<file path="src/rtl/reg_cmd_ctrl_if.sv">
// ---------------------------------------------------------------------------
// reg_cmd_ctrl_if
// Purpose : Bundles the UART byte stream, the register-file access signals
//           and the UART transmit handshake used by reg_cmd_ctrl.
// Signals :
//   RX_P_DATA / RX_D_VLD    received UART byte and its one-cycle strobe
//   RdData / RdData_Valid   register-file read data and its strobe
//   TX_BUSY                 UART transmitter busy
//   WrEn / RdEn             register-file write / read enables
//   Address / WrData        register-file address and write data
//   TX_P_DATA / TX_D_VLD    byte to transmit and its one-cycle strobe
//   CMD_ERR                 one-cycle command error pulse
// Modports: slave = the controller, master = the surrounding system.
// ---------------------------------------------------------------------------
interface reg_cmd_ctrl_if #(
    parameter int WIDTH      = 8,
    parameter int DEPTH_BITS = 4
);
    logic [WIDTH-1:0]      RX_P_DATA;
    logic                  RX_D_VLD;
    logic [WIDTH-1:0]      RdData;
    logic                  RdData_Valid;
    logic                  TX_BUSY;
    logic                  WrEn;
    logic                  RdEn;
    logic [DEPTH_BITS-1:0] Address;
    logic [WIDTH-1:0]      WrData;
    logic [WIDTH-1:0]      TX_P_DATA;
    logic                  TX_D_VLD;
    logic                  CMD_ERR;

    modport slave (
        input  RX_P_DATA, RX_D_VLD, RdData, RdData_Valid, TX_BUSY,
        output WrEn, RdEn, Address, WrData, TX_P_DATA, TX_D_VLD, CMD_ERR
    );

    modport master (
        output RX_P_DATA, RX_D_VLD, RdData, RdData_Valid, TX_BUSY,
        input  WrEn, RdEn, Address, WrData, TX_P_DATA, TX_D_VLD, CMD_ERR
    );
endinterface

</file>
<file path="src/rtl/reg_cmd_ctrl.sv">
// ---------------------------------------------------------------------------
// reg_cmd_ctrl
// Purpose : Decodes a UART byte stream into register-file commands.
//           AA <addr> <data> writes a register; BB <addr> reads a register
//           and sends the value back through the UART transmitter.
//           Malformed commands, out-of-range addresses, bytes arriving while
//           a command is executing, and a missing read response all produce
//           a one-cycle CMD_ERR pulse. Every output is registered.
// Ports   :
//   CLK   clock, rising edge
//   RST   asynchronous active-low reset
//   bus   reg_cmd_ctrl_if.slave carrying the RX, register-file and TX signals
// ---------------------------------------------------------------------------
module reg_cmd_ctrl #(
    parameter int WIDTH      = 8,
    parameter int DEPTH_BITS = 4
) (
    input  logic           CLK,
    input  logic           RST,
    reg_cmd_ctrl_if.slave  bus
);

    localparam logic [WIDTH-1:0] CMD_WRITE = WIDTH'(8'hAA);
    localparam logic [WIDTH-1:0] CMD_READ  = WIDTH'(8'hBB);

    typedef enum logic [2:0] {
        IDLE,
        WR_ADDR,
        WR_DATA,
        WR_EXEC,
        RD_ADDR,
        RD_EXEC,
        RD_WAIT,
        TX_SEND
    } state_t;

    state_t                state_q, state_d;
    logic                  wrEn_q, wrEn_d;
    logic                  rdEn_q, rdEn_d;
    logic                  txVld_q, txVld_d;
    logic                  cmdErr_q, cmdErr_d;
    logic [DEPTH_BITS-1:0] address_q, address_d;
    logic [WIDTH-1:0]      wrData_q, wrData_d;
    logic [WIDTH-1:0]      txData_q, txData_d;
    logic [WIDTH-1:0]      hold_q, hold_d;
    logic [1:0]            waitCnt_q, waitCnt_d;
    logic                  addrInRange;

    // An address byte is legal only when every bit above the address field
    // is zero, i.e. byte < 2**DEPTH_BITS.
    assign addrInRange = ((bus.RX_P_DATA >> DEPTH_BITS) == '0);

    // State and output registers. Reset clears everything, including the
    // read hold register, without waiting for a clock edge.
    always_ff @(posedge CLK or negedge RST) begin
        if (!RST) begin
            state_q   <= IDLE;
            wrEn_q    <= 1'b0;
            rdEn_q    <= 1'b0;
            txVld_q   <= 1'b0;
            cmdErr_q  <= 1'b0;
            address_q <= '0;
            wrData_q  <= '0;
            txData_q  <= '0;
            hold_q    <= '0;
            waitCnt_q <= '0;
        end else begin
            state_q   <= state_d;
            wrEn_q    <= wrEn_d;
            rdEn_q    <= rdEn_d;
            txVld_q   <= txVld_d;
            cmdErr_q  <= cmdErr_d;
            address_q <= address_d;
            wrData_q  <= wrData_d;
            txData_q  <= txData_d;
            hold_q    <= hold_d;
            waitCnt_q <= waitCnt_d;
        end
    end

    // Next-state and next-output logic. Outputs are computed one cycle ahead
    // and registered, so a strobe decided on an edge appears in the cycle
    // the FSM spends in the matching state. Strobes default low; data
    // registers default to holding their value between transactions.
    always_comb begin
        state_d   = state_q;
        wrEn_d    = 1'b0;
        rdEn_d    = 1'b0;
        txVld_d   = 1'b0;
        cmdErr_d  = 1'b0;
        address_d = address_q;
        wrData_d  = wrData_q;
        txData_d  = txData_q;
        hold_d    = hold_q;
        waitCnt_d = waitCnt_q;

        case (state_q)
            IDLE: begin
                if (bus.RX_D_VLD) begin
                    if (bus.RX_P_DATA == CMD_WRITE) begin
                        state_d = WR_ADDR;
                    end else if (bus.RX_P_DATA == CMD_READ) begin
                        state_d = RD_ADDR;
                    end else begin
                        cmdErr_d = 1'b1;
                    end
                end
            end

            WR_ADDR, RD_ADDR: begin
                if (bus.RX_D_VLD) begin
                    if (addrInRange) begin
                        address_d = bus.RX_P_DATA[DEPTH_BITS-1:0];
                        if (state_q == WR_ADDR) begin
                            state_d = WR_DATA;
                        end else begin
                            state_d = RD_EXEC;
                            rdEn_d  = 1'b1;
                        end
                    end else begin
                        cmdErr_d = 1'b1;
                        state_d  = IDLE;
                    end
                end
            end

            WR_DATA: begin
                if (bus.RX_D_VLD) begin
                    wrData_d = bus.RX_P_DATA;
                    wrEn_d   = 1'b1;
                    state_d  = WR_EXEC;
                end
            end

            // In the executing states a new byte is an overrun: it is
            // dropped and flagged, and the command carries on untouched.
            WR_EXEC: begin
                cmdErr_d = bus.RX_D_VLD;
                state_d  = IDLE;
            end

            RD_EXEC: begin
                cmdErr_d  = bus.RX_D_VLD;
                waitCnt_d = '0;
                state_d   = RD_WAIT;
            end

            // waitCnt_q counts RD_WAIT cycles already spent; the fourth
            // cycle without a response is the last chance. Overrun and
            // timeout share the single error strobe, so they merge.
            RD_WAIT: begin
                cmdErr_d = bus.RX_D_VLD;
                if (bus.RdData_Valid) begin
                    hold_d  = bus.RdData;
                    state_d = TX_SEND;
                end else if (waitCnt_q == 2'd3) begin
                    cmdErr_d = 1'b1;
                    state_d  = IDLE;
                end else begin
                    waitCnt_d = waitCnt_q + 2'd1;
                end
            end

            TX_SEND: begin
                cmdErr_d = bus.RX_D_VLD;
                if (!bus.TX_BUSY) begin
                    txData_d = hold_q;
                    txVld_d  = 1'b1;
                    state_d  = IDLE;
                end
            end

            default: begin
                state_d = IDLE;
            end
        endcase
    end

    assign bus.WrEn      = wrEn_q;
    assign bus.RdEn      = rdEn_q;
    assign bus.TX_D_VLD  = txVld_q;
    assign bus.CMD_ERR   = cmdErr_q;
    assign bus.Address   = address_q;
    assign bus.WrData    = wrData_q;
    assign bus.TX_P_DATA = txData_q;

endmodule

</file>
<file path="src/flat_wrapper.sv">
// flat-port wrapper written by rule: the top's interface ports become plain ports
module reg_cmd_ctrl_flat 
#(
    parameter int WIDTH      = 8,
    parameter int DEPTH_BITS = 4
)
  (CLK, RST, bus_RX_P_DATA, bus_RX_D_VLD, bus_RdData, bus_RdData_Valid, bus_TX_BUSY, bus_WrEn, bus_RdEn, bus_Address, bus_WrData, bus_TX_P_DATA, bus_TX_D_VLD, bus_CMD_ERR);
  reg_cmd_ctrl_if #(.WIDTH(WIDTH), .DEPTH_BITS(DEPTH_BITS)) bus_i ();
  input  logic CLK;
  input  logic RST;
  input wire logic [$bits(bus_i.RX_P_DATA)-1:0] bus_RX_P_DATA;
  input wire logic [$bits(bus_i.RX_D_VLD)-1:0] bus_RX_D_VLD;
  input wire logic [$bits(bus_i.RdData)-1:0] bus_RdData;
  input wire logic [$bits(bus_i.RdData_Valid)-1:0] bus_RdData_Valid;
  input wire logic [$bits(bus_i.TX_BUSY)-1:0] bus_TX_BUSY;
  output wire logic [$bits(bus_i.WrEn)-1:0] bus_WrEn;
  output wire logic [$bits(bus_i.RdEn)-1:0] bus_RdEn;
  output wire logic [$bits(bus_i.Address)-1:0] bus_Address;
  output wire logic [$bits(bus_i.WrData)-1:0] bus_WrData;
  output wire logic [$bits(bus_i.TX_P_DATA)-1:0] bus_TX_P_DATA;
  output wire logic [$bits(bus_i.TX_D_VLD)-1:0] bus_TX_D_VLD;
  output wire logic [$bits(bus_i.CMD_ERR)-1:0] bus_CMD_ERR;
  assign bus_i.RX_P_DATA = bus_RX_P_DATA;
  assign bus_i.RX_D_VLD = bus_RX_D_VLD;
  assign bus_i.RdData = bus_RdData;
  assign bus_i.RdData_Valid = bus_RdData_Valid;
  assign bus_i.TX_BUSY = bus_TX_BUSY;
  assign bus_WrEn = bus_i.WrEn;
  assign bus_RdEn = bus_i.RdEn;
  assign bus_Address = bus_i.Address;
  assign bus_WrData = bus_i.WrData;
  assign bus_TX_P_DATA = bus_i.TX_P_DATA;
  assign bus_TX_D_VLD = bus_i.TX_D_VLD;
  assign bus_CMD_ERR = bus_i.CMD_ERR;
  reg_cmd_ctrl #(.WIDTH(WIDTH), .DEPTH_BITS(DEPTH_BITS)) u_core (.CLK(CLK), .RST(RST), .bus(bus_i));
endmodule
</file>
<file path="config.mk">
export PLATFORM = sky130hd
export DESIGN_NAME = reg_cmd_ctrl_flat
export DESIGN_NICKNAME = d
export VERILOG_FILES = /design/src/rtl/reg_cmd_ctrl_if.sv /design/src/rtl/reg_cmd_ctrl.sv /design/src/flat_wrapper.sv
export SDC_FILE = /design/constraint.sdc
export NUM_CORES = 1
export LEC_CHECK = 0
export CORE_MARGIN = 5
export CORE_UTILIZATION = 51
export CTS_BUF_LIST = sky130_fd_sc_hd__clkbuf_8 sky130_fd_sc_hd__clkbuf_16
export CTS_CLUSTER_DIAMETER = 30
export DETAILED_ROUTE_END_ITERATION = 7
export PLACE_DENSITY = 0.87
export SLEW_MARGIN = 20
export SYNTH_ARGS = -nofsm -noshare
export SYNTH_HDL_FRONTEND = slang
export SYNTH_SLANG_ARGS = --single-unit
export TNS_END_PERCENT = 10
</file>
<file path="constraint.sdc">
create_clock -name CLK -period 2.55 [get_ports CLK]
set_input_delay 0.6375 -clock CLK [delete_from_list [all_inputs] [get_ports CLK]]
set_output_delay 0.6375 -clock CLK [all_outputs]
set_load 0.005 [all_outputs]
</file>
==> run summary <==
WP depth: 6
outcome: finished, final reports clean
setup_tns: 0 ps
number of distinct standard cells referenced by the synthesized netlist: 35
Worst Min Path Start: u_core.bus.WrData[7]$_DFFE_PN0P_
number of filler cells placed in the layout: 207
total count of hold-check failures in the final report: 0
number of synthesized register bits: 37
CP dominant cell by count: sky130_fd_sc_hd__nor4_1
Die Outline Area: 0.00448 sq mm
achievable frequency: 491 MHz
DRC viols: 0
number of gates resized after CTS: 0
most frequent standard cell in the layout excluding fill and tap cells: sky130_fd_sc_hd__clkdlybuf4s50_1
placement row count: 20
ANT nets after route: 0
Critical Path Start Type: primary input
post-layout min period: 2040 ps
register area share after synthesis: 56.0%
Synth-to-Final Area Change: 34.5%
startpoint of the lowest-slack register-to-register path: u_core.state_q[2]$_DFFE_PN0P_
Slowest Stage Delay on Critical Path: 510 ps
Power Density: 681 mW/mm^2
Die Height: 67.0 um
number of cells on the worst reg-to-reg path: 4
Worst R2R Setup Slack: 760 ps
x dimension of the die: 67.0 um
end of the worst register-to-register path: u_core.hold_q[6]$_DFFE_PN0P_
number of endpoints failing setup at the final stage: 0
number of buffer and inverter stages on the critical path: 2
initial antenna violation count: 0
layout net count: 198
count of hold-fix buffers inserted at cts: 0
final total power: 0.00151 W
least setup slack across all paths after layout: 515 ps
Initial Utilization: 53.7%
Worst-Skew Late Latency: 290 ps
htree depth: 2
start point of the critical path: bus_RX_P_DATA[4]
master of the slowest instance on the critical path: sky130_fd_sc_hd__nor4_1
count of buffers from port buffering: 44
I/O pins: 45
antenna diode instance count: 0
buffer cell driving the clock tree root: sky130_fd_sc_hd__clkbuf_8
data arrival time of the critical path: 2270 ps
Avg Cell Area, Syn: 13.0 sq um
top library cells by usage in the layout, fill and taps aside: 44 x sky130_fd_sc_hd__clkdlybuf4s50_1, 37 x sky130_fd_sc_hd__dfrtp_1, 17 x sky130_fd_sc_hd__mux2_2, 8 x sky130_fd_sc_hd__mux2_1
total grt overflow: 0
wire length of the first global-routing pass: 6320 um
YS warnings: 0
Cells on Worst Hold Path: 1
clock buffer count from CTS: 5
Static Leakage: 1.02 nW
critical path cell sequence: clkdlybuf4s50_1 > buf_4 > nor4_1 > nor2_1 > nor4_1 > mux2_2
category of the worst setup path capture point: flop
number of pins exceeding their max-slew limit in the final report: 0
clock skew after layout: 8.60 ps
number of clock sinks: 37
path type of the worst setup path: primary input to flop
number of max-capacitance violations reported: 0
synthesized instance count: 127
CTS tree: done
number of setup buffers added after CTS: 0
weighted congestion reported at the end of routability-driven placement: 0.910
Worst Hold Endpoint: u_core.bus.WrData[7]$_DFFE_PN0P_
Crit Path Max Fanout: 5
max-slew headroom at the worst pin: 63.7%
share of cells above drive strength 1: 19.2%
required time of the worst setup path: 2780 ps
DR vias/cell: 5.64
cell area after synthesis: 0.00165 sq mm
Worst path top cell family by delay: simple AND/OR/NAND/NOR gates
unrepaired setup endpoints after global routing: false
mean routed wirelength per cell: 17.1 um
largest vdd supply drop: 436 uV
Iteration-0 DRC Markers: 81
number of global-route vias before repair: 1,330
largest net degree at the start of global routing: 38
Detailed Route WL: 3790 um
dpl hpwl: 2670 um
core region area: 0.00308 sq mm
class of the tightest hold or removal check: flop to flop
worst-case clock buffer depth: 2
worst-margin pin slew: 539 ps
total global routing track utilization: 19.5%
total nets after synthesis: 149
Reg clk slew, reported paths: 70 ps
first drt pass iteration count: 4
crit share post-route: 79.8%
dpl ws: 243 ps
total number of vias: 1,247
-- final cells by class --
type / count / area [sq um] / area share, %
Sequential cell: 37 / 926 / 41.6
Clock inverter: 3 / 11.3 / 0.506
Timing Repair Buffer: 46 / 455 / 20.5
Tap cell: 44 / 55.1 / 2.47
Inverter: 4 / 15.0 / 0.675
Multi-Input combinational cell: 82 / 693 / 31.2
Clock buffer: 5 / 68.8 / 3.09
-- layer usage --
metal | track usage, % | routed length [um] | up-vias
li1 | - | - | 552
met1 | 21.1 | 1380 | 611
met2 | 32.8 | 1920 | 65
met3 | 5.90 | 309 | 19
met4 | 12.4 | 174 | 0
met5 | 0 | 0 | -
-- registers in the layout (all words and copies together) (netlist names) --
register,count
u_core.bus.TX_P_DATA,8
u_core.bus.WrData,8
u_core.hold_q,8
u_core.bus.Address,4
u_core.state_q,3
u_core.waitCnt_q,2
u_core.bus.CMD_ERR,1
u_core.bus.RdEn,1
u_core.bus.TX_D_VLD,1
u_core.bus.WrEn,1
-- how the worst max path moves through the flow --
stage,endpoint
floorplan,u_core.bus.Address[0]$_DFFE_PN0P_
global placement,u_core.bus.Address[3]$_DFFE_PN0P_
global route,u_core.state_q[0]$_DFFE_PN0P_
finish,u_core.state_q[0]$_DFFE_PN0P_
detailed placement,u_core.state_q[0]$_DFFE_PN0P_
CTS,u_core.state_q[0]$_DFFE_PN0P_
-- logic make-up (layout without fill, tap and decap cells) --
family	after synthesis	after routing	share of synthesized area, %
AO/OA/AOI/OAI	17	17	6.43
XOR/XNOR	2	2	1.06
adder cells (fa/ha/maj)	2	2	1.36
buffers and inverters	8	58	2.12
flip-flops	37	37	56.0
multiplexers	29	29	20.7
AND/OR/NAND/NOR	32	32	12.4
-- metrics by stage --
step                instance area (sq um)  hold slack (ps)  util, %  std cells
detailed placement                   2140              475     69.7        213
CTS                                  2220              495     72.3        221
global placement                     2140              468     69.7        213
floorplan                            1650              342        -        127
global route                         2220              515     72.3        221
finish                               2220              490     72.3        221
-- synth_stat cells --
| master | number | share of area (%) |
|---|---|---|
| sky130_fd_sc_hd__mux2_2 | 17 | 12 |
| sky130_fd_sc_hd__inv_1 | 2 | 0.45 |
| sky130_fd_sc_hd__xnor2_1 | 2 | 1.1 |
| sky130_fd_sc_hd__o21ai_1 | 2 | 0.61 |
| sky130_fd_sc_hd__a21oi_1 | 3 | 0.91 |
| sky130_fd_sc_hd__or4_4 | 1 | 0.68 |
| sky130_fd_sc_hd__buf_2 | 4 | 1.2 |
| sky130_fd_sc_hd__a21boi_0 | 1 | 0.45 |
| sky130_fd_sc_hd__mux2_4 | 4 | 3.6 |
| sky130_fd_sc_hd__nor4b_1 | 1 | 0.53 |
| sky130_fd_sc_hd__o221ai_1 | 1 | 0.53 |
| sky130_fd_sc_hd__nand2b_1 | 2 | 0.76 |
| sky130_fd_sc_hd__nor2_4 | 1 | 0.68 |
| sky130_fd_sc_hd__dfrtp_1 | 37 | 56 |
| sky130_fd_sc_hd__nor2b_1 | 1 | 0.38 |
| sky130_fd_sc_hd__a32oi_1 | 1 | 0.53 |
| sky130_fd_sc_hd__nand2_4 | 1 | 0.68 |
| sky130_fd_sc_hd__nand3b_1 | 2 | 0.91 |
| sky130_fd_sc_hd__o22a_1 | 1 | 0.53 |
| sky130_fd_sc_hd__mux2_1 | 8 | 5.4 |
| sky130_fd_sc_hd__inv_2 | 2 | 0.45 |
| sky130_fd_sc_hd__nand3_1 | 1 | 0.30 |
| sky130_fd_sc_hd__a32o_1 | 1 | 0.61 |
| sky130_fd_sc_hd__or3_1 | 2 | 0.76 |
| sky130_fd_sc_hd__o21ai_0 | 6 | 1.8 |
| sky130_fd_sc_hd__ha_1 | 1 | 0.76 |
| sky130_fd_sc_hd__nor3_1 | 5 | 1.5 |
| sky130_fd_sc_hd__and4b_1 | 1 | 0.61 |
| sky130_fd_sc_hd__and2b_1 | 1 | 0.45 |
| sky130_fd_sc_hd__maj3_1 | 1 | 0.61 |
| sky130_fd_sc_hd__nand2_1 | 6 | 1.4 |
| sky130_fd_sc_hd__nor2_1 | 3 | 0.68 |
| sky130_fd_sc_hd__nor3_4 | 1 | 0.98 |
| sky130_fd_sc_hd__a22oi_1 | 1 | 0.45 |
| sky130_fd_sc_hd__nor4_1 | 3 | 1.1 |
-- power breakdown --
| group | total (W) | switching, W | internal (W) |
|---|---|---|---|
| clock | 0.000377 | 0.000195 | 0.000182 |
| sequential | 0.000744 | 0.0000707 | 0.000673 |
| combinational | 0.000394 | 0.000140 | 0.000254 |
(Power assumes the default switching activity.)
